[config.mk]
export PLATFORM = sky130hd
export DESIGN_NAME = ipbase_arbit_rr_pktlock
export DESIGN_NICKNAME = d
export VERILOG_FILES = /design/src/rtl/ipbase_arbit_rr_pktlock.sv
export SDC_FILE = /design/constraint.sdc
export NUM_CORES = 1
export LEC_CHECK = 0
export CORE_AREA = 2 2 133 135
export DETAILED_ROUTE_END_ITERATION = 7
export DIE_AREA = 0 0 135 137
export GPL_ROUTABILITY_DRIVEN = 0
export PLACE_DENSITY = 0.63
export SYNTH_ARGS = -nofsm -noshare
export SYNTH_HDL_FRONTEND = slang
export SYNTH_SLANG_ARGS = --single-unit
[constraint.sdc]
create_clock -name clk -period 2.45 [get_ports clk]
set_input_delay 0.3675 -clock clk [delete_from_list [all_inputs] [get_ports clk]]
set_output_delay 0.3675 -clock clk [all_outputs]
set_load 0.005 [all_outputs]
[src/rtl/ipbase_arbit_rr_pktlock.sv]
// Packet-level round-robin arbiter and stream mux: NUM sources share one sink,
// a granted source keeps the output until its last beat is accepted.
module ipbase_arbit_rr_pktlock #(
   parameter int NUM = 4,
   parameter int DW  = 64,
   parameter int SW  = (NUM > 1) ? $clog2(NUM) : 1
) (
   input  logic              clk,
   input  logic              rst_n,
   input  logic [NUM-1:0]    s_valid,
   input  logic [NUM-1:0]    s_last,
   input  logic [NUM*DW-1:0] s_data,
   output logic [NUM-1:0]    s_ready,
   output logic              m_valid,
   output logic              m_last,
   output logic [DW-1:0]     m_data,
   output logic [SW-1:0]     m_src,
   input  logic              m_ready,
   output logic              busy
);

   typedef enum logic {
      IDLE = 1'b0,
      LOCK = 1'b1
   } state_t;

   state_t         state_q, state_d;
   logic [NUM-1:0] prio_q, prio_d;
   logic [NUM-1:0] gnt_q, gnt_d;
   logic [SW-1:0]  src_q, src_d;
   logic [NUM-1:0] gnt;
   logic [SW-1:0]  gntIdx;
   logic           found;
   logic           selValid;
   logic           selLast;
   logic [DW-1:0]  selData;

   // Circular first-requester search: offset j outer so the nearest requester
   // at or after the prio position wins; prio is one-hot so only one i matches.
   always_comb begin
      gnt   = '0;
      found = 1'b0;
      for (int j = 0; j < NUM; j++) begin
         for (int i = 0; i < NUM; i++) begin
            if (!found && prio_q[i] && s_valid[(i + j) % NUM]) begin
               gnt[(i + j) % NUM] = 1'b1;
               found              = 1'b1;
            end
         end
      end
   end

   always_comb begin
      gntIdx = '0;
      for (int i = 0; i < NUM; i++) begin
         if (gnt[i]) begin
            gntIdx = SW'(i);
         end
      end
   end

   always_comb begin
      selValid = 1'b0;
      selLast  = 1'b0;
      selData  = '0;
      for (int i = 0; i < NUM; i++) begin
         if (src_q == SW'(i)) begin
            selValid = s_valid[i];
            selLast  = s_last[i];
            selData  = s_data[i*DW +: DW];
         end
      end
   end

   // Outputs are a pure pass-through of the locked source; release on its
   // accepted last beat rotates priority to just past the winner.
   always_comb begin
      state_d = state_q;
      prio_d  = prio_q;
      gnt_d   = gnt_q;
      src_d   = src_q;
      s_ready = '0;
      m_valid = 1'b0;
      m_last  = 1'b0;
      m_data  = '0;
      case (state_q)
         IDLE: begin
            if (|s_valid) begin
               gnt_d   = gnt;
               src_d   = gntIdx;
               state_d = LOCK;
            end
         end
         LOCK: begin
            m_valid = selValid;
            m_last  = selLast;
            m_data  = selData;
            s_ready = gnt_q & {NUM{m_ready}};
            if (selValid && m_ready && selLast) begin
               prio_d  = {gnt_q[NUM-2:0], gnt_q[NUM-1]};
               gnt_d   = '0;
               state_d = IDLE;
            end
         end
         default: begin
            state_d = IDLE;
         end
      endcase
   end

   always_ff @(posedge clk) begin
      if (!rst_n) begin
         state_q <= IDLE;
         prio_q  <= {{(NUM-1){1'b0}}, 1'b1};
         gnt_q   <= '0;
         src_q   <= '0;
      end else begin
         state_q <= state_d;
         prio_q  <= prio_d;
         gnt_q   <= gnt_d;
         src_q   <= src_d;
      end
   end

   assign m_src = src_q;
   assign busy  = (state_q == LOCK);

   aReadyOneHot0: assert property (@(posedge clk) disable iff (!rst_n) $onehot0(s_ready));
   aPrioOneHot:   assert property (@(posedge clk) disable iff (!rst_n) $onehot(prio_q));
   aGntState:     assert property (@(posedge clk) disable iff (!rst_n)
                                   ((state_q == LOCK) ? $onehot(gnt_q) : (gnt_q == '0)));

endmodule

==> results.md, run 1 <==
- Top-count cell post-synth: and2_1
- Root Buffer: clkbuf_16
- Core area: 17100 µm²
- Sw frac: 27.1%
- Remaining routing DRC violations: 0
- Hold_buf cts: 0
- Drt via density: 4.61
- Gr ovfl total: 0
- Diodes inserted: 0
- Fin crit share: 98.3%
- Die footprint: 18500 µm²
- Post-Synth XOR/XNOR Area: 0%
- TNS Setup: 0 ns
- Initial Utilization: 17.4%
- DR pass1 iterations: 4
- Register bit total from synthesis: 11
- Seq/Total Area, Yosys: 7.43%
- WL final: 16700 µm
- Synth Area in Adders: 0%
- RSZ-0062 raised after global routing: true
- Min-delay worst type: reg -> reg
- EDFF count, synth: 0
- Final Hold Fails: 0
- Wirelength per Cell: 20.1 µm
- DPL Wire Length: 12800 µm
- IO Pins: 340
- Worst-Skew Late Latency: 0.24 ns
- Final nets: 874
- Fin crit period: 2.41 ns
- Clk pin slew, worst setup/hold paths: 0.04 ns
- Deepest clock path buffer count: 2
- Num CTS Buffers: 3
- Area contributors post-synth: mux4_1 (32%), mux4_2 (23%), and2_1 (14%), dfxtp_1 (7.4%), buf_12 (4.1%)
- Max-slew violation count: 0
- FFs w/ async S/R, synth: 0%
- Max-cap violations: 0
- Clock Power Share: 15.9%
- Clock sinks: 11
- Cell Rows: 48
- Register share of total power: 11.6%
- Setup violators final: 0
- Cell taking the most area after synthesis: mux4_1
- Simple logic cell fraction of the synthesized area: 21.7%
- Comb power frac: 72.5%
- Layout cell share with drive strength beyond 1: 16.5%
- Die H: 137 µm
- Initial antenna violation count: 2
- Sw power: 512 µW
- Critical Path Sink Type: output port
- TritonCTS clock tree: done
- Mux share of post-synthesis cell area: 56.1%
- Top cell type's share of synthesized area: 31.9%
- Post-synth top flop: dfxtp_1
- Synth cell types: 39
- Clock Skew: 0.00409 ns
- Area Growth Syn to Fin: 136%
- Most frequent cells after synthesis: and2_1 (66), mux4_1 (36), mux4_2 (30), nand2_1 (16), dfxtp_1 (11)
- Critical Path RT: 2.08 ns
- Clock H-tree levels: 1
- Crit path kind: reg -> out
- CP max FO: 7
- Main combinational cell family by area after synthesis: multiplexers
- Drt initial violations: 168
- Mapped Avg Cell Area: 11.8 µm²
- Die X: 135 µm
- Vias in the first global route: 3815
- Post-synth net total: 519
- Buffers on Ports: 339
- Worst slew pin tran: 0.552 ns
- Worst Hold Slack: 0.479 ns
- Post-Syn Area: 2960 µm²
- Largest net degree at the start of global routing: 42
- First-pass GRT wire length: 22500 µm
- Int Power: 1.38 mW
- Synth Area in Compound Gates: 6.12%
- Crit path arrival time: 2.04 ns
- PwrDens: 270 nW/µm²
- Via Count: 3827
- Synth warn: 0
- CP startpoint kind: flip-flop
- Gr usage total: 15.8%
- Status: completed
- Post-route ant nets: 0
- Cells after Synth: 252
- Worst IR drop on VDD: 0.000184 V
- Leak Pwr: 3.01 nW
- Slew headroom: 63.2%
- Fmax: 415 MHz
-- kinds of logic (layout without fill, tap and decap cells) --
| family | Yosys count | in the layout |
|---|---|---|
| AOI/OAI and AO/OA | 28 | 28 |
| DFF | 11 | 11 |
| and+or+nand+nor | 110 | 110 |
| muxes | 70 | 70 |
| buffers and inverters | 33 | 387 |
-- final timing paths --
kind / from / slack (ns) / cells after the start / to
max: m_src[0]$_SDFFE_PN0P_ / 0.04 / 7 / m_data[44]
min: gnt_q[2]$_SDFFE_PN0P_ / 0.48 / 2 / gnt_q[2]$_SDFFE_PN0P_
max reg2reg: m_src[0]$_SDFFE_PN0P_ / 0.54 / 7 / prio_q[0]$_SDFFE_PN1P_
min reg2reg: gnt_q[2]$_SDFFE_PN0P_ / 0.48 / 2 / gnt_q[2]$_SDFFE_PN0P_
-- critical path, cell delays in order, from the launching register on --
cell and delay, ns:
dfxtp_4 0.38, buf_12 0.12, buf_16 0.12, buf_12 0.13, buf_8 0.12, mux4_2 0.48
and2_1 0.18, dlygate4sd2_1 0.26
-- flip-flops by register name (all words and copies together) (netlist names) --
register  flops
busy          1
gnt_q         4
m_src         2
prio_q        4
-- power groups by stage --
stage | registers, mW | logic (mW) | clock network (mW)
floorplan | 0.200 | 0.530 | 0
global placement | 0.223 | 1.24 | 0
detailed placement | 0.223 | 1.26 | 0
CTS | 0.225 | 1.26 | 0.307
global route | 0.223 | 1.46 | 0.320
finish | 0.219 | 1.37 | 0.301
-- routing by layer --
| metal | share of wire, % | wire [µm] | GRT usage, % |
|---|---|---|---|
| met5 | 0.078 | 13 | 0 |
| met4 | 0.81 | 136 | 1.85 |
| met3 | 9.4 | 1570 | 4.44 |
| met2 | 52 | 8660 | 29.4 |
| met1 | 38 | 6360 | 18.7 |
-- layout by cell type (no fill, tap or decap), types with 7 or more instances in the layout --
cell | netlist | final
buf_4 | 1 | 25
and2_1 | 66 | 65
dlymetal6s2s_1 | 0 | 29
buf_12 | 6 | 12
nor2_1 | 7 | 7
mux4_2 | 30 | 46
dfxtp_1 | 11 | 8
a21oi_1 | 7 | 7
mux4_1 | 36 | 20
clkdlybuf4s50_1 | 0 | 288
nand2_1 | 16 | 16
dlygate4sd2_1 | 0 | 19
o21ai_0 | 8 | 8
-- per-stage QoR --
step | total power, mW | util, % | instances | area [µm²] | worst slack, ns
final | 1.89 | 41.1 | 831 | 7000 | 0.0417
after CTS | 1.79 | 38.6 | 801 | 6590 | -0.0519
after floorplan | 0.731 | - | 252 | 2960 | 0.644
after global routing | 2.00 | 41.1 | 831 | 7000 | -0.0215
after detailed placement | 1.48 | 38.3 | 796 | 6540 | 0.0480
after global placement | 1.46 | 38.3 | 796 | 6540 | 0.0211
-- repair_timing --
item | in CTS | in global routing
setup endpoints to repair | 40 | 41
setup buffers | 0 | 29
pin swaps | 0 | 0
gates cloned | 1 | 1
gates resized for setup | 37 | 51
-- final cells by class --
cell class | instances | area (µm²)
timing repair buffer | 381 | 3980
tap | 225 | 282
sequential | 11 | 229
clock buffer | 4 | 78.8
inverter | 2 | 7.51
multi-input combinational | 208 | 2430
fill | 1669 | 10100
Note: power is estimated with default switching activity, not from simulation.
==> run 2, diff against run 1 <==
- CTS_CLUSTER_SIZE: default -> 25
==> results of run 2 <==
Final layout, timing and power as in run 1 (identical DEF).
==> RTL edit, RTL diff (flow settings as in run 1) <==
Set the parameter `DW` to 32 (it was 64).
--- a/src/rtl/ipbase_arbit_rr_pktlock.sv
+++ b/src/rtl/ipbase_arbit_rr_pktlock.sv
@@ -4,3 +4,3 @@
    parameter int NUM = 4,
-   parameter int DW  = 64,
+   parameter int DW  = 32,
    parameter int SW  = (NUM > 1) ? $clog2(NUM) : 1
Interface: changed (resized m_data and s_data); port bits go from 340 to 180. No check against the original RTL was run, so the function may have changed too.
==> RTL edit against run 1 <==
  * Combinational power is 47% lower
  * Synthesized area is 41% lower
  * Global-route usage is 6.8 points lower
  * Sequential cell count stayed put
  * Wire length is 45% lower
  * Setup slack better by 32 ps
  * Total power is 35% lower
  * Final cell count is 31% lower
  * First-iteration DRC count is 43% lower
  * Core utilization is 18 points lower
  * Cell area is 44% lower
  * Critical endpoint is now m_valid
  * Largest cell class unchanged
  * Highest routed layer is now met4
==> RTL edit: results (changes against run 1) <==
[sta]
skew_ps = 0.4517  ; was 4.095 ps
fin_setup_tns_ps = 0  ; unchanged
tightest_slew_ps = 563.6  ; was 552.3 ps

[critical_path]
critPathArrivalTime_ps = 2010  ; was 2040 ps
crit_slowest_cell = mux4_2  ; unchanged
worst_r2r_path_depth = 5  ; was 7
slowest_delay_ps = 580  ; was 480 ps
rr_startpoint = prio_q[0]$_SDFFE_PN1P_  ; was m_src[0]$_SDFFE_PN0P_
reg2reg_slack_ps = 630  ; was 540 ps
critPathTopFamily = buffers and inverters  ; unchanged
critPathMaxFanout = 4  ; was 7
rr_endpoint = gnt_q[3]$_SDFFE_PN0P_  ; was prio_q[0]$_SDFFE_PN1P_

[final_layout]
finish.net_count = 492  ; was 874
antenna_cells = 0  ; unchanged
fill_cells = 1812  ; was 1669
drive_above_1_share = 0.1477  ; was 0.1650

[global_route]
antenna_found_initial = 0  ; was 2
grt_max_degree = 24  ; was 42
grt_pass1_wl_um = 13170  ; was 22500 µm
first_global_vias = 2356  ; was 3815
grtUsageTotal = 0.09070  ; was 0.1584

[clock_tree]
cts_buffers = 3  ; unchanged
htreeDepth = 1  ; unchanged
clkTransAtPathRegs_ps = 40  ; about the same
insertion_delay_ps = 240  ; about the same
root_buffer = clkbuf_16  ; unchanged
clockBufferDepth = 2  ; unchanged

[synthesis]
synthTopCellsByCount = and2_1, mux4_2, nand2_1, dfxtp_1, o21ai_0  ; was and2_1, mux4_1, mux4_2, nand2_1, dfxtp_1
ys_seq_area_frac = 0.1257  ; was 0.07432
yosys-top-cells-area = mux4_2, dfxtp_1, and2_1  ; was mux4_1, mux4_2, and2_1
yosysUniqueCellTypes = 36  ; was 39
ys.flop_type = dfxtp_1  ; unchanged
ys_async_sr_fraction = 0  ; unchanged
synth_fp_nets = 316  ; was 519
yosysWarnings = 0  ; unchanged

[pwr]
p_leak_uw = 0.001358  ; was 0.003007 µW
peakVddDrop_mv = 0.1825  ; was 0.1836 mV

[drt]
wl_per_cell_um = 15.92  ; was 20.15 µm
vias = 2297  ; was 3827
dr.pass1.iters = 5  ; was 4
drt_iter0_markers = 95  ; was 168

[place]
port_buffers = 179  ; was 339
dp_hpwl_um = 7485  ; was 12830 µm

[worst_hold_path]
min_path_cells = 2  ; unchanged
hp-class = register to register  ; unchanged
min_from = gnt_q[0]$_SDFFE_PN0P_  ; was gnt_q[2]$_SDFFE_PN0P_
holdPathEnd = gnt_q[0]$_SDFFE_PN0P_  ; was gnt_q[2]$_SDFFE_PN0P_

[run_status]
outcome = completed  ; unchanged

## RTL edit: changes by cell type after synthesis
cell,change
buf_1,+2
clkbuf_1,-3
buf_12,-6
buf_4,-1
o22ai_2,-1
clkbuf_4,-1
clkbuf_2,+1
mux4_1,-36
mux4_2,+4
and2_1,-32
buf_2,-3
o22ai_1,+1
## RTL edit: worst max-delay path by stage
stage	start	end	slack (ps)	depth (start not counted)
final	m_src[0]$_SDFFE_PN0P_	m_valid	70	4
after global routing	m_src[0]$_SDFFE_PN0P_	m_valid	6	4
after CTS	m_src[0]$_SDFFE_PN0P_	m_data[2]	10	4
after detailed placement	s_valid[3]	m_valid	80	4
after global placement	s_valid[3]	m_valid	90	4
after floorplan	m_src[0]$_SDFFE_PN0P_	m_data[10]	620	4
## RTL edit: repair_timing
action / 4_1_cts / 5_1_grt
setup buffers: 1 / 0
gates cloned: 1 / 0
endpoints found under the setup margin: 31 / 13
gates resized for setup: 2 / 1
## RTL edit: power breakdown
part / internal (µW) / switching, µW
combinational: 496 / 224
sequential: 190 / 15.6
clock: 218 / 78.0
total: 905 / 318
## RTL edit: worst register-to-register path: stages (launching register included)
cell and delay, ps:
dfxtp_1 430, a222oi_1 600, nand2_1 160, o22ai_1 330, nand2_1 110, a21boi_1 120
## RTL edit: final cells by class
cell class | count | share of cell area
repair buffers | 191 | 0.4876
multi-input cells | 144 | 0.3616
well taps | 225 | 0.07156
flip-flops and latches | 11 | 0.05725
clock buffers | 4 | 0.02004
inverters | 2 | 0.001908
## RTL edit: metrics by stage
step           setup slack, ps  utilization  hold slack (ps)  area (µm²)  cells
4_1_cts                  11.87       0.2309            476.5        3939    577
6_report                 74.00       0.2306            466.3        3934    577
3_3_place_gp             87.79       0.2236            450.7        3814    571
5_1_grt                  5.984       0.2306            495.6        3934    577
3_5_place_dp             84.95       0.2236            469.3        3814    571
2_1_floorplan            621.0            -            436.2        1752    177
## RTL edit: cell families after synthesis
group / Yosys count / share of synthesized area
AOI/OAI and AO/OA: 28 / 0.1000
buffers and inverters: 22 / 0.06215
DFF: 11 / 0.1257
muxes: 38 / 0.4600
and+or+nand+nor: 78 / 0.2521
## RTL edit: layer usage
metal,GRT usage,part of all wire,vias to the layer above
met3,0.02407,0.093,19
met2,0.1675,0.52,140
li1,-,-,1036
met4,0.02083,0.018,0
met1,0.1044,0.37,1102
met5,0,0,-
